==> src/rtl/irrigation_pkg.sv <==
// Shared defaults and FSM state type for the irrigation scheduler.
package irrigation_pkg;

  localparam int unsigned NUM_ZONES_DEF = 4;
  localparam int unsigned TIMER_W_DEF   = 4;

  typedef enum logic [2:0] {
    ST_IDLE   = 3'd0,
    ST_SELECT = 3'd1,
    ST_RUN    = 3'd2,
    ST_CLOSE  = 3'd3,
    ST_DONE   = 3'd4
  } state_e;

endpackage

==> src/rtl/zone_timer.sv <==
// Per-zone watering timer: tick-enabled up-counter with synchronous clear.
module zone_timer
  import irrigation_pkg::*;
#(
  parameter int unsigned W = TIMER_W_DEF
) (
  input  logic         clk,
  input  logic         reset,
  input  logic         clr,
  input  logic         en,
  output logic [W-1:0] count
);

  // Clear wins over enable so a fresh zone always starts from zero.
  always_ff @(posedge clk or negedge reset) begin
    if (!reset) begin
      count <= '0;
    end else if (clr) begin
      count <= '0;
    end else if (en) begin
      count <= count + W'(1);
    end
  end

endmodule

==> src/rtl/irrigation_scheduler.sv <==
// Round-robin irrigation sequencer: waters each requested zone for a fixed
// number of ticks, with break-before-make between zones and water interlock.
module irrigation_scheduler
  import irrigation_pkg::*;
#(
  parameter int unsigned NUM_ZONES = NUM_ZONES_DEF,
  parameter int unsigned TIMER_W   = TIMER_W_DEF,
  localparam int unsigned ZW       = (NUM_ZONES > 1) ? $clog2(NUM_ZONES) : 1
) (
  input  logic                 clk,
  input  logic                 reset,
  input  logic                 tick,
  input  logic                 start,
  input  logic                 abort,
  input  logic [NUM_ZONES-1:0] zone_req,
  input  logic [TIMER_W-1:0]   duration,
  input  logic                 water_ok,
  output logic [NUM_ZONES-1:0] valve,
  output logic                 pump,
  output logic                 busy,
  output logic                 done,
  output logic                 fault,
  output logic [ZW-1:0]        cur_zone
);

  state_e               state, state_d;
  logic [NUM_ZONES-1:0] pending, pending_d;
  logic [TIMER_W-1:0]   dur_reg, dur_d;
  logic [ZW-1:0]        rr_ptr, rr_d;
  logic [ZW-1:0]        zone_d;
  logic                 fault_d;
  logic [NUM_ZONES-1:0] valve_d;
  logic                 pump_d, busy_d, done_d;

  logic [TIMER_W-1:0]   timer;
  logic                 timer_clr;
  logic                 timer_en;
  logic [TIMER_W-1:0]   dur_m1;

  logic                 found;
  logic [ZW-1:0]        sel;
  logic [ZW-1:0]        probe;

  assign timer_en = (state == ST_RUN) && tick;
  assign dur_m1   = dur_reg - TIMER_W'(1);

  zone_timer #(.W(TIMER_W)) u_timer (
    .clk   (clk),
    .reset (reset),
    .clr   (timer_clr),
    .en    (timer_en),
    .count (timer)
  );

  // First pending zone at or above rr_ptr, wrapping around.
  always_comb begin
    found = 1'b0;
    sel   = '0;
    probe = '0;
    for (int unsigned i = 0; i < NUM_ZONES; i++) begin
      probe = ZW'((32'(rr_ptr) + 32'(i)) % NUM_ZONES);
      if (!found && pending[probe]) begin
        found = 1'b1;
        sel   = probe;
      end
    end
  end

  // Next-state, datapath and next-output decode.
  always_comb begin
    state_d   = state;
    pending_d = pending;
    dur_d     = dur_reg;
    rr_d      = rr_ptr;
    zone_d    = cur_zone;
    fault_d   = fault;
    timer_clr = 1'b0;

    if (state != ST_IDLE && abort) begin
      state_d   = ST_IDLE;
      pending_d = '0;
    end else begin
      case (state)
        ST_IDLE: begin
          if (start) begin
            if (water_ok) begin
              pending_d = zone_req;
              dur_d     = duration;
              fault_d   = 1'b0;
              state_d   = ST_SELECT;
            end else begin
              fault_d   = 1'b1;
            end
          end
        end
        ST_SELECT: begin
          if (!found || dur_reg == '0) begin
            state_d = ST_DONE;
          end else begin
            zone_d          = sel;
            pending_d[sel]  = 1'b0;
            timer_clr       = 1'b1;
            state_d         = ST_RUN;
          end
        end
        ST_RUN: begin
          if (!water_ok) begin
            fault_d = 1'b1;
            state_d = ST_IDLE;
          end else if (tick && timer == dur_m1) begin
            state_d = ST_CLOSE;
          end
        end
        ST_CLOSE: begin
          rr_d    = (cur_zone == ZW'(NUM_ZONES - 1)) ? '0 : cur_zone + ZW'(1);
          state_d = ST_SELECT;
        end
        ST_DONE: begin
          state_d = ST_IDLE;
        end
        default: begin
          state_d = ST_IDLE;
        end
      endcase
    end

    valve_d = (state_d == ST_RUN) ? (NUM_ZONES'(1) << zone_d) : '0;
    pump_d  = (state_d == ST_RUN);
    busy_d  = (state_d != ST_IDLE);
    done_d  = (state_d == ST_DONE);
  end

  // State, datapath and output registers; reset drops valves immediately.
  always_ff @(posedge clk or negedge reset) begin
    if (!reset) begin
      state    <= ST_IDLE;
      pending  <= '0;
      dur_reg  <= '0;
      rr_ptr   <= '0;
      cur_zone <= '0;
      fault    <= 1'b0;
      valve    <= '0;
      pump     <= 1'b0;
      busy     <= 1'b0;
      done     <= 1'b0;
    end else begin
      state    <= state_d;
      pending  <= pending_d;
      dur_reg  <= dur_d;
      rr_ptr   <= rr_d;
      cur_zone <= zone_d;
      fault    <= fault_d;
      valve    <= valve_d;
      pump     <= pump_d;
      busy     <= busy_d;
      done     <= done_d;
    end
  end

endmodule

==> config.mk <==
export PLATFORM = sky130hd
export DESIGN_NAME = irrigation_scheduler
export DESIGN_NICKNAME = d
export VERILOG_FILES = /design/src/rtl/irrigation_pkg.sv /design/src/rtl/zone_timer.sv /design/src/rtl/irrigation_scheduler.sv
export SDC_FILE = /design/constraint.sdc
export NUM_CORES = 1
export LEC_CHECK = 0
export BUFFER_PORTS_ARGS = -buffer_cell sky130_fd_sc_hd__buf_2
export CORE_MARGIN = 4
export CORE_UTILIZATION = 35
export DETAILED_ROUTE_END_ITERATION = 6
export MAX_ROUTING_LAYER = met4
export SLEW_MARGIN = 20
export SYNTH_ARGS = -nofsm -noshare
export SYNTH_HDL_FRONTEND = slang
export SYNTH_SLANG_ARGS = --single-unit
==> constraint.sdc <==
create_clock -name clk -period 1.95 [get_ports clk]
set_input_delay 0.0975 -clock clk [delete_from_list [all_inputs] [get_ports clk]]
set_output_delay 0.0975 -clock clk [all_outputs]
set_load 0.01 [all_outputs]
# Yosys cells after proc, flatten, opt, wreduce, memory -nomap -nowiden
# Cells that the tools add are included.
# W data, S select, Z words.
# totals
out_inout_bits,10
input_bits,14
elab_cells,106
ff_bits,27
# op_classes
eq_ne,12
n_lt_le_gt_ge,6
n_mux,44
n_addsub,6
bitwise,3
n_shift,1
n_reduce_logical,23
# op_table
cell,n
$mux W4,7
$mux W3,6
$mux W2,8
$lt A2 B3 Y1 const B,5
$mux W1,15
$pmux W3 S4,1
$reduce_and A4 Y1,3
$eq A3 B2 Y1 const B,3
$ne A3 B3 Y1 const B,3
$reduce_bool A3 Y1,3
$bmux W1 S2,4
$pmux W4 S2,1
$logic_and A1 B1 Y1,7
$add A2 B1 Y2 const B,2
$add A2 B2 Y2 const B,2
$add A4 B1 Y4 const B,1
$and A4 B4 Y4,1
$eq A4 B4 Y1,1
$logic_not A1 Y1,4
$logic_not A4 Y1,1
$ne A2 B2 Y1 const B,2
$not A4 Y4,1
$reduce_bool A2 Y1,2
$shl A1 B2 Y4 const A,1
11 further kinds,11

# Longest topological paths before layout
# Gate-level depths: netlist of the first run.
# depth
ltp_word,21
ltp_mapped,7

# By module
# Synthesis of the first run repeated with hierarchy kept, for this count alone.
# unflattened
cells_unflattened,149
area_unflattened_um2,1487.7
# by_module_without_submodules
module,seq_area_each_um2,cells_each,instances,area_each_um2
irrigation_scheduler,575.6,133,1,1295.0
zone_timer,100.1,16,1,192.7

# Least setup slack after synthesis of the first run
# Ideal clock, no wire load.
# synth_path
path_kind,register to register
startpoint,register dur_reg[0]
endpoint,register valve[1]
path_stages_with_launch,8
setup_time_ps,126
n_path_buf,0
setup_slack_ps,349
arrival_ps,1475
period_less_slack_ps,1601
path_cell_list,dfrtp_1 -> inv_1 -> ha_1 -> xor2_1 -> nand4_1 -> or3_4 -> nand2_2 -> nor3_1
# synth_via
elab_chain_len,9
elab_cells_between_ends,16
cone_classes,1 x add/sub; 2 x eq/ne; 1 x shift; 9 x mux; 3 x reduce/logical
# synth_rtl
item,line,source
"start, declared",irrigation_scheduler.sv:28,"logic [TIMER_W-1:0] dur_reg, dur_d;"
"start signal, assigned",irrigation_scheduler.sv:149,dur_reg <= dur_d;
$sub A4 B1 Y4,irrigation_scheduler.sv:45,assign dur_m1 = dur_reg - TIMER_W'(1);
$eq A4 B4 Y1,irrigation_scheduler.sv:110,end else if (tick && timer == dur_m1) begin
$logic_and A1 B1 Y1,irrigation_scheduler.sv:110,
$mux W3,irrigation_scheduler.sv:110,
$mux W3,irrigation_scheduler.sv:107,if (!water_ok) begin
$pmux W3 S4,irrigation_scheduler.sv:83,case (state)
$mux W3,irrigation_scheduler.sv:79,if (state != ST_IDLE && abort) begin
$eq A3 B2 Y1,irrigation_scheduler.sv:127,valve_d = (state_d == ST_RUN) ? (NUM_ZONES'(1) << zone_d) : '0;
$mux W4 (*),irrigation_scheduler.sv:127,
named net valve_d[1],irrigation_scheduler.sv:32,logic [NUM_ZONES-1:0] valve_d;
"end signal, assigned",irrigation_scheduler.sv:153,valve <= valve_d;
"end, declared",irrigation_scheduler.sv:18,"output logic [NUM_ZONES-1:0] valve,"
# Mark *: on every way through the listed nets, which the timed path passes. The rest lies on a longest branch.
# A chain may end at the register's enable or synchronous reset.

# Final worst setup path of the first run
# layout_path
startpoint,register dur_reg[0]
endpoint,register valve[2]
# The elaborated chain is that of the path after synthesis.

==> results of run 1 <==
==> cell usage after synthesis (all sizes together) (3+ instances only) <==
cell type | instances | area share, %
dfrtp | 27 | 46
nor2 | 13 | 4.5
inv | 11 | 2.8
nand2 | 11 | 3.5
a21oi | 8 | 3.0
o21ai | 7 | 2.4
nor3 | 5 | 1.7
xnor2 | 5 | 3.0
a211oi | 4 | 2.7
ha | 4 | 3.4
xor2 | 4 | 2.4
buf | 3 | 1.9
mux2 | 3 | 2.3
mux2i | 3 | 3.2
nand2b | 3 | 1.3
==> cell type report <==
class / instances / area share, %
timing repair buffer: 25 / 7.93
sequential: 27 / 40.4
inverter: 11 / 2.47
clock buffer: 4 / 2.69
tap: 50 / 3.74
multi-input combinational: 94 / 42.8
==> routing by layer <==
metal / up-vias / wire length, um / track usage [%]
met5: - / 0 / -
met4: 0 / 19 / 4.51
met3: 2 / 143 / 2.62
met2: 27 / 1360 / 18.5
met1: 492 / 1460 / 16.3
li1: 528 / - / -
==> critical path, cell delays in order (launching register included) <==
cell	delay, ns
dfrtp_1	0.39
inv_1	0.09
ha_1	0.31
xor2_1	0.15
nand4_1	0.11
or3_4	0.40
nand2_2	0.13
nor3_1	0.07
==> cell families after synthesis <==
kind of cell               Yosys count  synth area share, %
adders and majority gates            4                 3.43
muxes                                6                 5.48
and+or+nand+nor                     43                 18.9
buffers and inverters               14                 4.71
DFF                                 27                 46.3
xor gates and xnor gates             9                 5.40
AOI/OAI and AO/OA                   32                 15.8
==> report_power, final <==
part / switching, uW / internal [uW] / total (uW)
Sequential: 248 / 762 / 1010
Clock: 171 / 146 / 318
Combinational: 650 / 535 / 1180
==> stage by stage <==
stage / instance area, um2 / setup slack (ns) / util, %
floorplan: 1460 / 0.349 / -
global placement: 1620 / 0.229 / 40.2
detailed placement: 1620 / 0.187 / 40.2
CTS: 1670 / 0.174 / 41.5
global route: 1670 / 0.0878 / 41.5
finish: 1670 / 0.200 / 41.5
==> placed cells by master, fill, tap and decap left out, drive strengths merged, types with 2 or more instances in the layout <==
cell	n
dfrtp	27
buf	24
nor2	13
inv	11
nand2	11
a21oi	8
o21ai	7
nor3	5
xnor2	5
xor2	4
ha	4
clkbuf	4
a211oi	4
nand2b	3
mux2	3
mux2i	3
nand4	2
a22oi	2
a221o	2
and4bb	2
a21o	2
==> what timing repair did <==
item | in CTS | in global routing
hold endpoints to repair | 27 | 0
hold buffers | 1 | 0
endpoints found under the setup margin | 0 | 0
==> worst min-delay path by stage <==
stage | startpoint | end | slack (ns)
detailed placement | reset | busy | 0.15
finish | duration[0] | dur_reg[0] | 0.03
floorplan | reset | busy | -0.20
global route | duration[0] | dur_reg[0] | 0.03
global placement | reset | busy | 0.14
CTS | duration[0] | dur_reg[0] | 0.03
==> flow_summary.toml, run 1 <==
[run_status]
status = "complete, no violations"

[finish]
nets = 180
syn_to_final_growth_pct = 14.6
drive_gt1_share_pct = 28.0
fillers = 396
multiInputGateArea_um2 = 716
fin_cells = 211
antenna_cells = 0
seq_area_um2 = 676

[global_routing]
grt_util_all_layers_pct = 12.3
grt_pass1_vias = 1078
grt_max_degree = 28
grt_first_pass_wirelength_um = 4950
overflow = 0
grt_antenna_before_repair = 0

[drt]
via_per_inst = 4.97
routedWlPerCell_um = 14.1
detailroute.via_count = 1049
drc = 0
drt_iter0_drc = 101
postRouteAntennaNets = 0
wl_um = 2980
first_pass_iters = 4

[yosys]
syn_area_per_cell_um2 = 10.8
synth_fp_nets = 153
synthArstFlopShare_pct = 100
synth_area_um2 = 1460
yosysSeqAreaShare_pct = 46.3
synth_edf_count = 0
yosys_warnings = 0
synthCells = 135
synth_cell_types = 46
ys.flop_type = "dfrtp_1"
ys_ff_latch = 27

[clocking]
clock-sinks = 27
cts.repair.resized = 0
cts_root_buf = "clkbuf_8"
cts_buffers = 3
ctsLongestPathBuffers = 2
clk_latency_ns = 0.27
postCtsSetupBuffers = 0
tritoncts = "built"
path_clk_slew_ns = 0.09
htreeDepth = 1

[hold_path]
hp-class = "primary input to flop"
hold_depth = 3

[floorplanning]
die-height_um = 72.6
placementRows = 23
die_area_um2 = 5270
initial_core_util_pct = 36.2
core_region_area_um2 = 4030
io_pins = 24
die_w_um = 72.6

[worst_setup_path]
endpoint = "valve[2]"
crit_start = "dur_reg[0]"
cp-start-kind = "flop"
reg2reg_slack_ns = 0.20
r2r_end = "valve[2]"
worstPathMaxFanout = 5
path_class = "flop to flop"
rr_worst_depth = 7
arrival_ns = 1.91
cp-end-kind = "flop"
cp.required_ns = 2.11
reg2reg_from = "dur_reg[0]"

[timing]
fmax_mhz = 572
setup-tns-final_ns = 0
finalClockSkew_ns = 0.00178
fin_hold_ws_ns = 0.0336
finalCriticalPeriod_ns = 1.75
slew_headroom_pct = 60.3
rsz0062_at_grt = "false"
fin_crit_sh_pct = 89.7
hold_viol_final = 0
tightest_slew_ns = 0.596
drv_slew = 0
finalSetupViolations = 0

[placed_design]
dp_hpwl_um = 2290
port_buffers = 23
place.gp.congestion = 0.774
dpl.cell_count = 206

[pwr]
power.density_nw_per_um2 = 1500
p_leak_uw = 0.000798
total_power_uw = 2510
ir_drop_mv = 0.668

[flow_run]
maxCapViolCount = 0
Power figures use the tool's default switching activity.
==> run 2: changes to the inputs <==
Settings changed: SLEW_MARGIN 20 to not set, SYNTH_HIERARCHICAL set to 1.
==> flow_summary.toml, run 2 <==
[run_status]
status = "complete, no violations"

[yosys]
syn_area_per_cell_um2 = 9.98
synth.most_common_cell = "dfrtp_1"
synth_cell_types = 44
synth_top_area_share_pct = 45.4
ys_ff_latch = 27
ys.flop_type = "dfrtp_1"
synthTopCellsByCount = "27 x dfrtp_1, 17 x nor2_1, 11 x o21ai_0, 8 x a21oi_1, 8 x nand2_1"
yosys-top-cells-area = "dfrtp_1 45%, nor2_1 4.3%, o21ai_0 3.7%"
synth_area_um2 = 1490
synthArstFlopShare_pct = 100
yosysTopAreaCell = "dfrtp_1"
synthCells = 149
yosys_warnings = 6
yosysSeqAreaShare_pct = 45.4
synth_fp_nets = 166
synth_edf_count = 0

[worst_setup_path]
path_class = "flop to flop"
cp.depth = 7
path_buf_inv = 1
cp.required_ns = 2.16
r2r_end = "busy"
arrival_ns = 1.99
worstPathMaxFanout = 3
rr_worst_depth = 7
cp-end-kind = "flop"
cpLargestDelayFamily = "compound AO/OA/AOI/OAI gates"
reg2reg_from = "dur_reg[0]"
cp-start-kind = "flop"
slowest_delay_ns = 0.39
crit_slowest_cell = "dfrtp_1"
crit_start = "dur_reg[0]"
endpoint = "busy"
crit_chain = "inv_1, ha_1, xnor2_1, nor4_2, nand3_1, a311o_1, o21ai_1"
reg2reg_slack_ns = 0.17

[floorplanning]
io_pins = 24
initial_core_util_pct = 36.7
die-height_um = 73.2
die_area_um2 = 5360
core_region_area_um2 = 4060
placementRows = 23
die_w_um = 73.2

[global_routing]
grt_util_all_layers_pct = 13.2
grt_antenna_before_repair = 0
overflow = 0
grt_pass1_vias = 1181
grt_max_degree = 28
grt_first_pass_wirelength_um = 5440

[pwr]
intPower_uw = 1230
switching_share_pct = 39.0
clkPwrFrac_pct = 16.2
p_comb_share_pct = 42.5
power_switching_uw = 784
ir_drop_mv = 0.651
p_leak_uw = 0.000823
sequentialPowerShare_pct = 41.3
power.density_nw_per_um2 = 1150

[placed_design]
place.gp.congestion = 0.934
port_buffers = 23
dp_hpwl_um = 2490
dpl.cell_count = 222
place_ws_ns = 0.121

[drt]
wl_um = 3160
postRouteAntennaNets = 0
detailroute.via_count = 1185
via_per_inst = 5.22
drc = 0
drt_iter0_drc = 100
first_pass_iters = 4
routedWlPerCell_um = 13.9

[clocking]
cts.repair.resized = 0
clock-sinks = 27
postCtsSetupBuffers = 0
tritoncts = "built"
clk_latency_ns = 0.27
htreeDepth = 1
path_clk_slew_ns = 0.10
cts_buffers = 3
ctsLongestPathBuffers = 2
cts_root_buf = "clkbuf_8"

[timing]
rsz0062_at_grt = "false"
fmax_mhz = 562
fin_ws_ns = 0.170
fin_crit_sh_pct = 91.3
slew_headroom_pct = 59.7
finalCriticalPeriod_ns = 1.78
fin_hold_ws_ns = 0.0409
setup-tns-final_ns = 0
tightest_slew_ns = 0.604
hold_viol_final = 0
drv_slew = 0
finalClockSkew_ns = 0.00446
finalSetupViolations = 0

[finish]
layout_commonest_cell = "dfrtp_1"
post-route-util_pct = 43.0
seq_area_um2 = 676
drive_gt1_share_pct = 27.7
nets = 195
final_cell_mix = "27 x dfrtp_1, 23 x buf_2, 17 x nor2_1"
antenna_cells = 0
multiInputGateArea_um2 = 749
fillers = 392
fin_cells = 227
syn_to_final_growth_pct = 17.2

[hold_path]
hp-class = "primary input to flop"

[flow_run]
maxCapViolCount = 0
-- run 2: how the worst min path moves through the flow --
stage,from,endpoint,slack [ns],cells after the start
after floorplan,reset,busy,-0.20,0
after global placement,reset,done,0.14,1
after detailed placement,reset,pending[1],0.15,1
after CTS,duration[0],dur_reg[0],0.03,3
after global routing,zone_req[1],pending[1],0.04,2
final,duration[0],dur_reg[0],0.04,3
-- run 2: power groups by stage --
| stage | Sequential, uW | Combinational [uW] | Clock, uW |
|---|---|---|---|
| 5_1_grt | 854 | 954 | 363 |
| 4_1_cts | 832 | 867 | 341 |
| 3_5_place_dp | 844 | 861 | 0 |
| 2_1_floorplan | 800 | 674 | 0 |
| 6_report | 831 | 855 | 325 |
| 3_3_place_gp | 837 | 850 | 0 |
-- run 2: cell families (layout without fill, tap and decap cells) --
logic type / Yosys count / in the layout / synth area share [%]
XOR/XNOR: 7 / 7 / 4.12
AO/OA/AOI/OAI: 41 / 41 / 21.4
multiplexers: 4 / 4 / 3.20
AND/OR/NAND/NOR: 53 / 53 / 19.2
buffers and inverters: 14 / 42 / 4.21
flip-flops: 27 / 27 / 45.4
adder cells (fa/ha/maj): 3 / 3 / 2.52
-- run 2: stage by stage --
| stage | cell area [um2] | power [uW] |
|---|---|---|
| final | 1740 | 2010 |
| after CTS | 1740 | 2040 |
| after detailed placement | 1690 | 1710 |
| after floorplan | 1490 | 1470 |
| after global routing | 1740 | 2170 |
| after global placement | 1690 | 1690 |
-- run 2: area by class of cell --
class | instances | area share, %
clock inverters | 1 | 0.430
clock buffers | 3 | 2.37
well taps | 50 | 3.59
inverters | 6 | 1.29
repair buffers | 32 | 10.6
multi-input cells | 108 | 43.0
flip-flops and latches | 27 | 38.7
-- run 2: routing by layer --
metal  vias to the layer above  GRT usage (%)  wire length (um)
li1                        587              -                 -
met1                       565           17.0              1430
met2                        31           21.4              1530
met3                         2           3.31               183
met4                         0           2.25                13
met5                         -              -                 0
-- run 2: repair_timing --
| action | in CTS | in global routing |
|---|---|---|
| endpoints found under the setup margin | 0 | 2 |
| hold endpoints to repair | 27 | 0 |
| hold buffers | 1 | 0 |
-- run 2: tightest hold or removal path: cells and delay by family --
kind / cells / cell delay [ns]
simple gates: 1 / 0.03
compound gates: 1 / 0.07
buf+inv: 1 / 0.08
